--- src/rtl/alu_operand_entry.sv ---
// rtl/alu_operand_entry.sv - key-driven operand A / operand B / ALU control entry with valid/ready output
// Optional clear key: define ALU_OPERAND_ENTRY_CLEAR_EN to add the clear_n port and its debouncer.

// Synchronises, debounces and edge-detects one active-low pushbutton.
module key_debounce #(
   parameter int DEBOUNCE_CYCLES = 50000
) (
   input  logic clk,
   input  logic reset,
   input  logic key_n,
   output logic press
);

   localparam int CNT_W = $clog2(DEBOUNCE_CYCLES);
   localparam logic [CNT_W-1:0] CNT_LAST = CNT_W'(DEBOUNCE_CYCLES - 1);

   logic             sync1;
   logic             sync2;
   logic             level;
   logic             level_q;
   logic [CNT_W-1:0] cnt;

   // Two-flop synchroniser; idles at released (1) so reset never looks like a press.
   always_ff @(posedge clk) begin
      if (reset) begin
         sync1 <= 1'b1;
         sync2 <= 1'b1;
      end else begin
         sync1 <= key_n;
         sync2 <= sync1;
      end
   end

   // Accept a new level only after it has differed for DEBOUNCE_CYCLES consecutive cycles.
   always_ff @(posedge clk) begin
      if (reset) begin
         level <= 1'b1;
         cnt   <= '0;
      end else if (sync2 == level) begin
         cnt <= '0;
      end else if (cnt == CNT_LAST) begin
         level <= sync2;
         cnt   <= '0;
      end else begin
         cnt <= cnt + 1'b1;
      end
   end

   // Previous debounced level, used to find the 1->0 (press) transition.
   always_ff @(posedge clk) begin
      if (reset) begin
         level_q <= 1'b1;
      end else begin
         level_q <= level;
      end
   end

   assign press = level_q & ~level;

endmodule

module alu_operand_entry #(
   parameter int WIDTH           = 4,
   parameter int DEBOUNCE_CYCLES = 50000
) (
   input  logic             clk,
   input  logic             reset,
   input  logic             key_n,
`ifdef ALU_OPERAND_ENTRY_CLEAR_EN
   input  logic             clear_n,
`endif
   input  logic [WIDTH-1:0] sw_data,
   input  logic [1:0]       sw_op,
   output logic [WIDTH-1:0] a,
   output logic [WIDTH-1:0] b,
   output logic [1:0]       alu_ctrl,
   output logic             valid,
   input  logic             ready,
   output logic [1:0]       state
);

   typedef enum logic [1:0] {
      S_A    = 2'd0,
      S_B    = 2'd1,
      S_OP   = 2'd2,
      S_WAIT = 2'd3
   } state_t;

   state_t cur_state;
   logic   entry_press;
   logic   clear_press;

   key_debounce #(
      .DEBOUNCE_CYCLES(DEBOUNCE_CYCLES)
   ) u_entry_key (
      .clk  (clk),
      .reset(reset),
      .key_n(key_n),
      .press(entry_press)
   );

`ifdef ALU_OPERAND_ENTRY_CLEAR_EN
   key_debounce #(
      .DEBOUNCE_CYCLES(DEBOUNCE_CYCLES)
   ) u_clear_key (
      .clk  (clk),
      .reset(reset),
      .key_n(clear_n),
      .press(clear_press)
   );
`else
   assign clear_press = 1'b0;
`endif

   // Entry sequencer: each press captures the next field; the triple is held until accepted.
   always_ff @(posedge clk) begin
      if (reset || clear_press) begin
         cur_state <= S_A;
         a         <= '0;
         b         <= '0;
         alu_ctrl  <= '0;
         valid     <= 1'b0;
      end else begin
         case (cur_state)
            S_A: begin
               if (entry_press) begin
                  a         <= sw_data;
                  cur_state <= S_B;
               end
            end
            S_B: begin
               if (entry_press) begin
                  b         <= sw_data;
                  cur_state <= S_OP;
               end
            end
            S_OP: begin
               if (entry_press) begin
                  alu_ctrl  <= sw_op;
                  valid     <= 1'b1;
                  cur_state <= S_WAIT;
               end
            end
            S_WAIT: begin
               // Presses are ignored here; only the transfer moves the sequence on.
               if (valid && ready) begin
                  valid     <= 1'b0;
                  cur_state <= S_A;
               end
            end
            default: begin
               cur_state <= S_A;
               valid     <= 1'b0;
            end
         endcase
      end
   end

   assign state = cur_state;

endmodule
--- config.mk ---
export PLATFORM = sky130hd
export DESIGN_NAME = alu_operand_entry
export DESIGN_NICKNAME = d
export VERILOG_FILES = /design/src/rtl/alu_operand_entry.sv
export SDC_FILE = /design/constraint.sdc
export NUM_CORES = 1
export LEC_CHECK = 0
export BUFFER_PORTS_ARGS = -buffer_cell sky130_fd_sc_hd__buf_4
export CORE_MARGIN = 5
export CORE_UTILIZATION = 59
export DETAILED_ROUTE_END_ITERATION = 6
export GPL_TIMING_DRIVEN = 0
export PLACE_DENSITY = 0.83
export SLEW_MARGIN = 20
export SYNTH_ARGS = -nofsm -noshare
export SYNTH_HDL_FRONTEND = slang
export SYNTH_SLANG_ARGS = --single-unit
--- constraint.sdc ---
create_clock -name clk -period 2.21 [get_ports clk]
set_input_delay 0.3315 -clock clk [delete_from_list [all_inputs] [get_ports clk]]
set_output_delay 0.3315 -clock clk [all_outputs]
set_load 0.1 [all_outputs]
; Yosys cells after proc, flatten, opt, wreduce, memory -nomap -nowiden
; Index checks and enable logic that the tools add are counted.
[totals]
register_bits = 33
inputBits = 10
out_inout_bits = 13
elab_cells = 41
[op_classes]
add_sub_neg = 1
eq_ne = 9
muxes = 8
bitwise = 3
reduce_logical = 10
[op_table]
columns = cell, count
row1 = adder 16 x 1 -> 16 bit (second input constant), 1
row2 = == test 16 bit (second input constant), 1
row3 = 2-to-1 mux 2 bit, 4
row4 = inequality test 2 bit (second input constant), 4
row5 = one-hot mux 2 bit (4 select lines), 1
row6 = AND reduction 2 bit, 4
row7 = == test 2 bit (second input constant), 2
row8 = AND reduction 4 bit, 1
row9 = AND reduction 3 bit, 1
row10 = OR reduction 3 bit, 1
row11 = == test 2 x 1 -> 1 bit (second input constant), 1
row12 = logical NOT 2 bit, 1
row13 = 2-to-1 mux 1 bit, 2
row14 = inverter 1 bit, 2
row15 = one-hot mux 1 bit (2 select lines), 1
row16 = nonzero test 2 bit, 1
row17 = AND 1 bit, 1
row18 = == test 1 bit, 1
row19 = logical AND 1 bit, 1

; Longest topological paths before layout
[logic_depth]
word_depth = 4
ltp_mapped = 6
ltp_nobuf = 6

; Cells and area by module
; Synthesis repeated with hierarchy kept, for this count alone.
[unflattened]
cells_unflattened = 162
hier_area_um2 = 1440.1
[modules_own_cells]
columns = module, n_inst, cells_each, area_each_um2, seq_area_each_um2
row1 = key_debounce, 1, 91, 839.6, 400.4
row2 = alu_operand_entry, 1, 71, 600.6, 260.2

; Worst setup path after synthesis
; Ideal clock, no wire load.
[synth_timing]
kind = register to register
from = reg cur_state[0], in the netlist state[0]
to = reg cur_state[1], in the netlist state[1]
setup_time_ns = 0.128
arrival_time_ns = 2.162
required_ns = 2.082
path_slack_ns = -0.079
path_stages_with_launch = 7
n_path_buf = 0
period_less_slack_ns = 2.289
cell_sequence = dfxtp_1 -> inv_1 -> ha_1 -> nor3_1 -> a2bb2oi_2 -> mux2i_1 -> nor2_1
[synth_via]
elab_chain_cells = 3
elab_cells_between_ends = 10
cone_classes = 7 x eq/ne / 1 x mux / 2 x reduce/logical
[synth_rtl]
columns = element, line
row1 = start: declaration, 89  ; state_t cur_state;
row2 = start signal: assignment, 118  ; cur_state <= S_A;
row3 = start signal: assignment, 128  ; cur_state <= S_B;
row4 = start signal: assignment, 134  ; cur_state <= S_OP;
row5 = == test 2 x 1 -> 1 bit (tied with other cells), 124  ; case (cur_state)
row6 = inequality test 2 bit (no line), --
row7 = AND reduction 4 bit (no line), --
; Parallel ways exist; a longest one is shown, timed or not.
; A chain may end at the register's enable or synchronous reset.

; Final worst setup path
; Ends and elaborated chain as after synthesis.

==> impl_metrics.env <==
export IMPL_fin_hold_ws_ns=0.182
export IMPL_grt_usage=0.195
export IMPL_crit_fanout=7
export IMPL_clkLatencyLatePin_ns=0.32
export IMPL_dpl_cell_count=213
export IMPL_postRouteAntennaNets=0
export IMPL_initial_core_util=0.604
export IMPL_crit_path_end_kind="register"
export IMPL_grt_pass1_wl_mm=5.20
export IMPL_synthFlopType="dfxtp_1"
export IMPL_worst_clock_skew_ns=0.00176
export IMPL_dp_hpwl_mm=2.18
export IMPL_die_y_um=59.7
export IMPL_min_period_ns=1.64
export IMPL_place_congestion=0.795
export IMPL_p_int_w=0.000827
export IMPL_hold_viol_final=0
export IMPL_p_sw_frac=0.296
export IMPL_tightest_slew_ns=0.440
export IMPL_vias_per_cell=5.44
export IMPL_p_sw_w=0.000347
export IMPL_rows=18
export IMPL_setup_viol=0
export IMPL_maxSlewViolCount=0
export IMPL_antennaDiodeCount=0
export IMPL_ys_top_cells_by_area="dfxtp_1 45%, xnor2_1 8.4%, nor2_1 5.7%"
export IMPL_io_buffers=21
export IMPL_tritoncts="built"
export IMPL_combPwrFrac=0.182
export IMPL_cts_resized=0
export IMPL_holdBufCountCts=0
export IMPL_synth_top_cell_area_share=0.454
export IMPL_seqPwrFrac=0.529
export IMPL_syn_nets=178
export IMPL_status="completed"
export IMPL_setup_tns_ns=0
export IMPL_ys_ff_latch=33
export IMPL_max_cap_violations=0
export IMPL_die_x_um=59.7
export IMPL_worstPathArrival_ns=1.84
export IMPL_antenna_found_initial=0
export IMPL_layout_cells_non_filler=220
export IMPL_post_route_util=0.709
export IMPL_cp_required_ns=2.41
export IMPL_h_tree_depth=2
export IMPL_cts_root_buf="clkbuf_4"
export IMPL_leakagePower_nw=0.611
export IMPL_synth_seq_area_share=0.454
export IMPL_crit_slowest_cell="dfxtp_2"
export IMPL_route_detailed_drc=0
export IMPL_coreArea_mm2=0.00241
export IMPL_dr_pass1_iters=4
export IMPL_grt_pass1_vias=1234
export IMPL_regArea_um2=663
export IMPL_powerDensity_mw_per_mm2=687
export IMPL_crit_chain="inv_1 -> ha_1 -> nor3_1 -> a2bb2oi_2 -> mux2i_1 -> nor2_1"
export IMPL_finalCritPeriodShare=0.741
export IMPL_rsz0062_at_grt="no"
export IMPL_p_clk_frac=0.289
export IMPL_routedWlPerCell_um=13.0
export IMPL_dieArea_mm2=0.00356
export IMPL_synth_warnings=0
export IMPL_critPathLaunchType="register"
export IMPL_cts_made_buffers=5
export IMPL_criticalPathCategory="reg -> reg"
export IMPL_post_cts_repair_setup_buffers=0
export IMPL_finish_net_count=206
export IMPL_grt_start_max_net_pins=11
export IMPL_postSynth_asyncResetShare=0
export IMPL_dr_first_iter_drc_count=25
export IMPL_yosysUniqueCellTypes=32
export IMPL_via_count=1196
export IMPL_cts_sinks=33
export IMPL_ios=23
export IMPL_drt_wl_total_mm=2.85
export IMPL_synth_edf_count=0
export IMPL_overflow=0
export IMPL_synth_area_per_cell_um2=8.99
export IMPL_yosysTopAreaCell="dfxtp_1"
export IMPL_clk_pin_slew_ns=0.09
export IMPL_relSlewSlack=0.706
export IMPL_multi_input_area_um2=742
export IMPL_ir_drop_v=0.000578
export IMPL_slowest_delay_ns=0.38
export IMPL_hold_path_class="in -> reg"
export IMPL_fillers=179
export IMPL_total_power_w=0.00117
export IMPL_synthCells=162
export IMPL_clockBufferDepth=2
export IMPL_area_growth_synth_to_final_pct=17.4
export IMPL_layout_drive_gt1_share=0.226
export IMPL_max_freq_ghz=0.611
export IMPL_syn_area_mm2=0.00146
## per-stage QoR
step	instance area, µm²	setup slack (ns)
final	1710	0.573
after global placement	1650	0.666
after floorplan	1460	0.302
after detailed placement	1650	0.588
after CTS	1710	0.576
after global routing	1710	0.408
## path summary, 6_finish.rpt
| check | startpoint | end | slack (ns) | cells after the start |
|---|---|---|---|---|
| worst max register to register | state[0] | state[1] | 0.57 | 6 |
| worst max-delay path | state[0] | state[1] | 0.57 | 6 |
| worst min-delay path | key_n | u_entry_key.sync1 | 0.18 | 2 |
| worst min register to register | u_entry_key.sync1 | u_entry_key.sync2 | 0.43 | 1 |
## layout by cell type (no fill, tap or decap), types with 2 or more instances in the layout
master and count:
a21oi_1 11, buf_4 21, inv_1 7, clkbuf_4 5, nor2_1 22, nor3_1 6, nand3_1 15, nand2_1 17
xnor2_1 14, ha_1 6, nand4_1 2, clkbuf_1 4, or2_2 3, dfxtp_2 2, nor2_2 2, dfxtp_1 31
nor4_2 3
## worst max-delay path, delay by kind of cell, from the launching register on
family,cells,cell delay (ns)
DFF,1,0.38
and+or+nand+nor,2,0.33
buffers and inverters,1,0.08
adders and majority gates,1,0.29
muxes,1,0.21
AOI/OAI and AO/OA,1,0.22
## sequential cells by signal, summed over array words and instances, names as in the netlist, 2 cells and up
register	flops
b	4
state	2
u_entry_key.cnt	16
a	4
alu_ctrl	2
## cell type report
type                            count  area share
Buffer                              5      0.0161
Tap cell                           30      0.0220
Clock buffer                        7      0.0322
Multi-Input combinational cell    117       0.434
Timing Repair Buffer               21      0.0922
Sequential cell                    33       0.388
Inverter                            7      0.0154
## synth_stat cells, drive strengths merged, types with 3 or more instances
master / n
a21oi: 11
clkbuf: 3
dfxtp: 33
ha: 6
inv: 7
nand2: 18
nand3: 15
nand4: 4
nor2: 24
nor3: 6
nor4: 3
or2: 3
xnor2: 14
## metal layers
| layer | track usage | wire, µm | vias to the layer above |
|---|---|---|---|
| met2 | 0.335 | 1430 | 33 |
| li1 | - | - | 603 |
| met3 | 0.0626 | 219 | 4 |
| met4 | 0.111 | 29 | 0 |
| met1 | 0.206 | 1170 | 556 |
| met5 | 0 | 0 | - |
## power by group through the flow
| stage | clock, W | sequential [W] | combinational, W |
|---|---|---|---|
| 2_1_floorplan | 0 | 0.000700 | 0.0000990 |
| 3_3_place_gp | 0 | 0.000634 | 0.000208 |
| 3_5_place_dp | 0 | 0.000635 | 0.000214 |
| 4_1_cts | 0.000348 | 0.000621 | 0.000215 |
| 5_1_grt | 0.000373 | 0.000624 | 0.000234 |
| 6_report | 0.000339 | 0.000621 | 0.000214 |
## logic make-up after synthesis
logic type      count (synthesis)  share of synthesized area
simple gates                   79                      0.292
flops                          33                      0.454
compound gates                 16                     0.0687
xor+xnor                       15                     0.0902
buf+inv                        12                     0.0369
fa+ha+maj                       6                     0.0515
mux                             1                    0.00687
(Power assumes the default switching activity.)
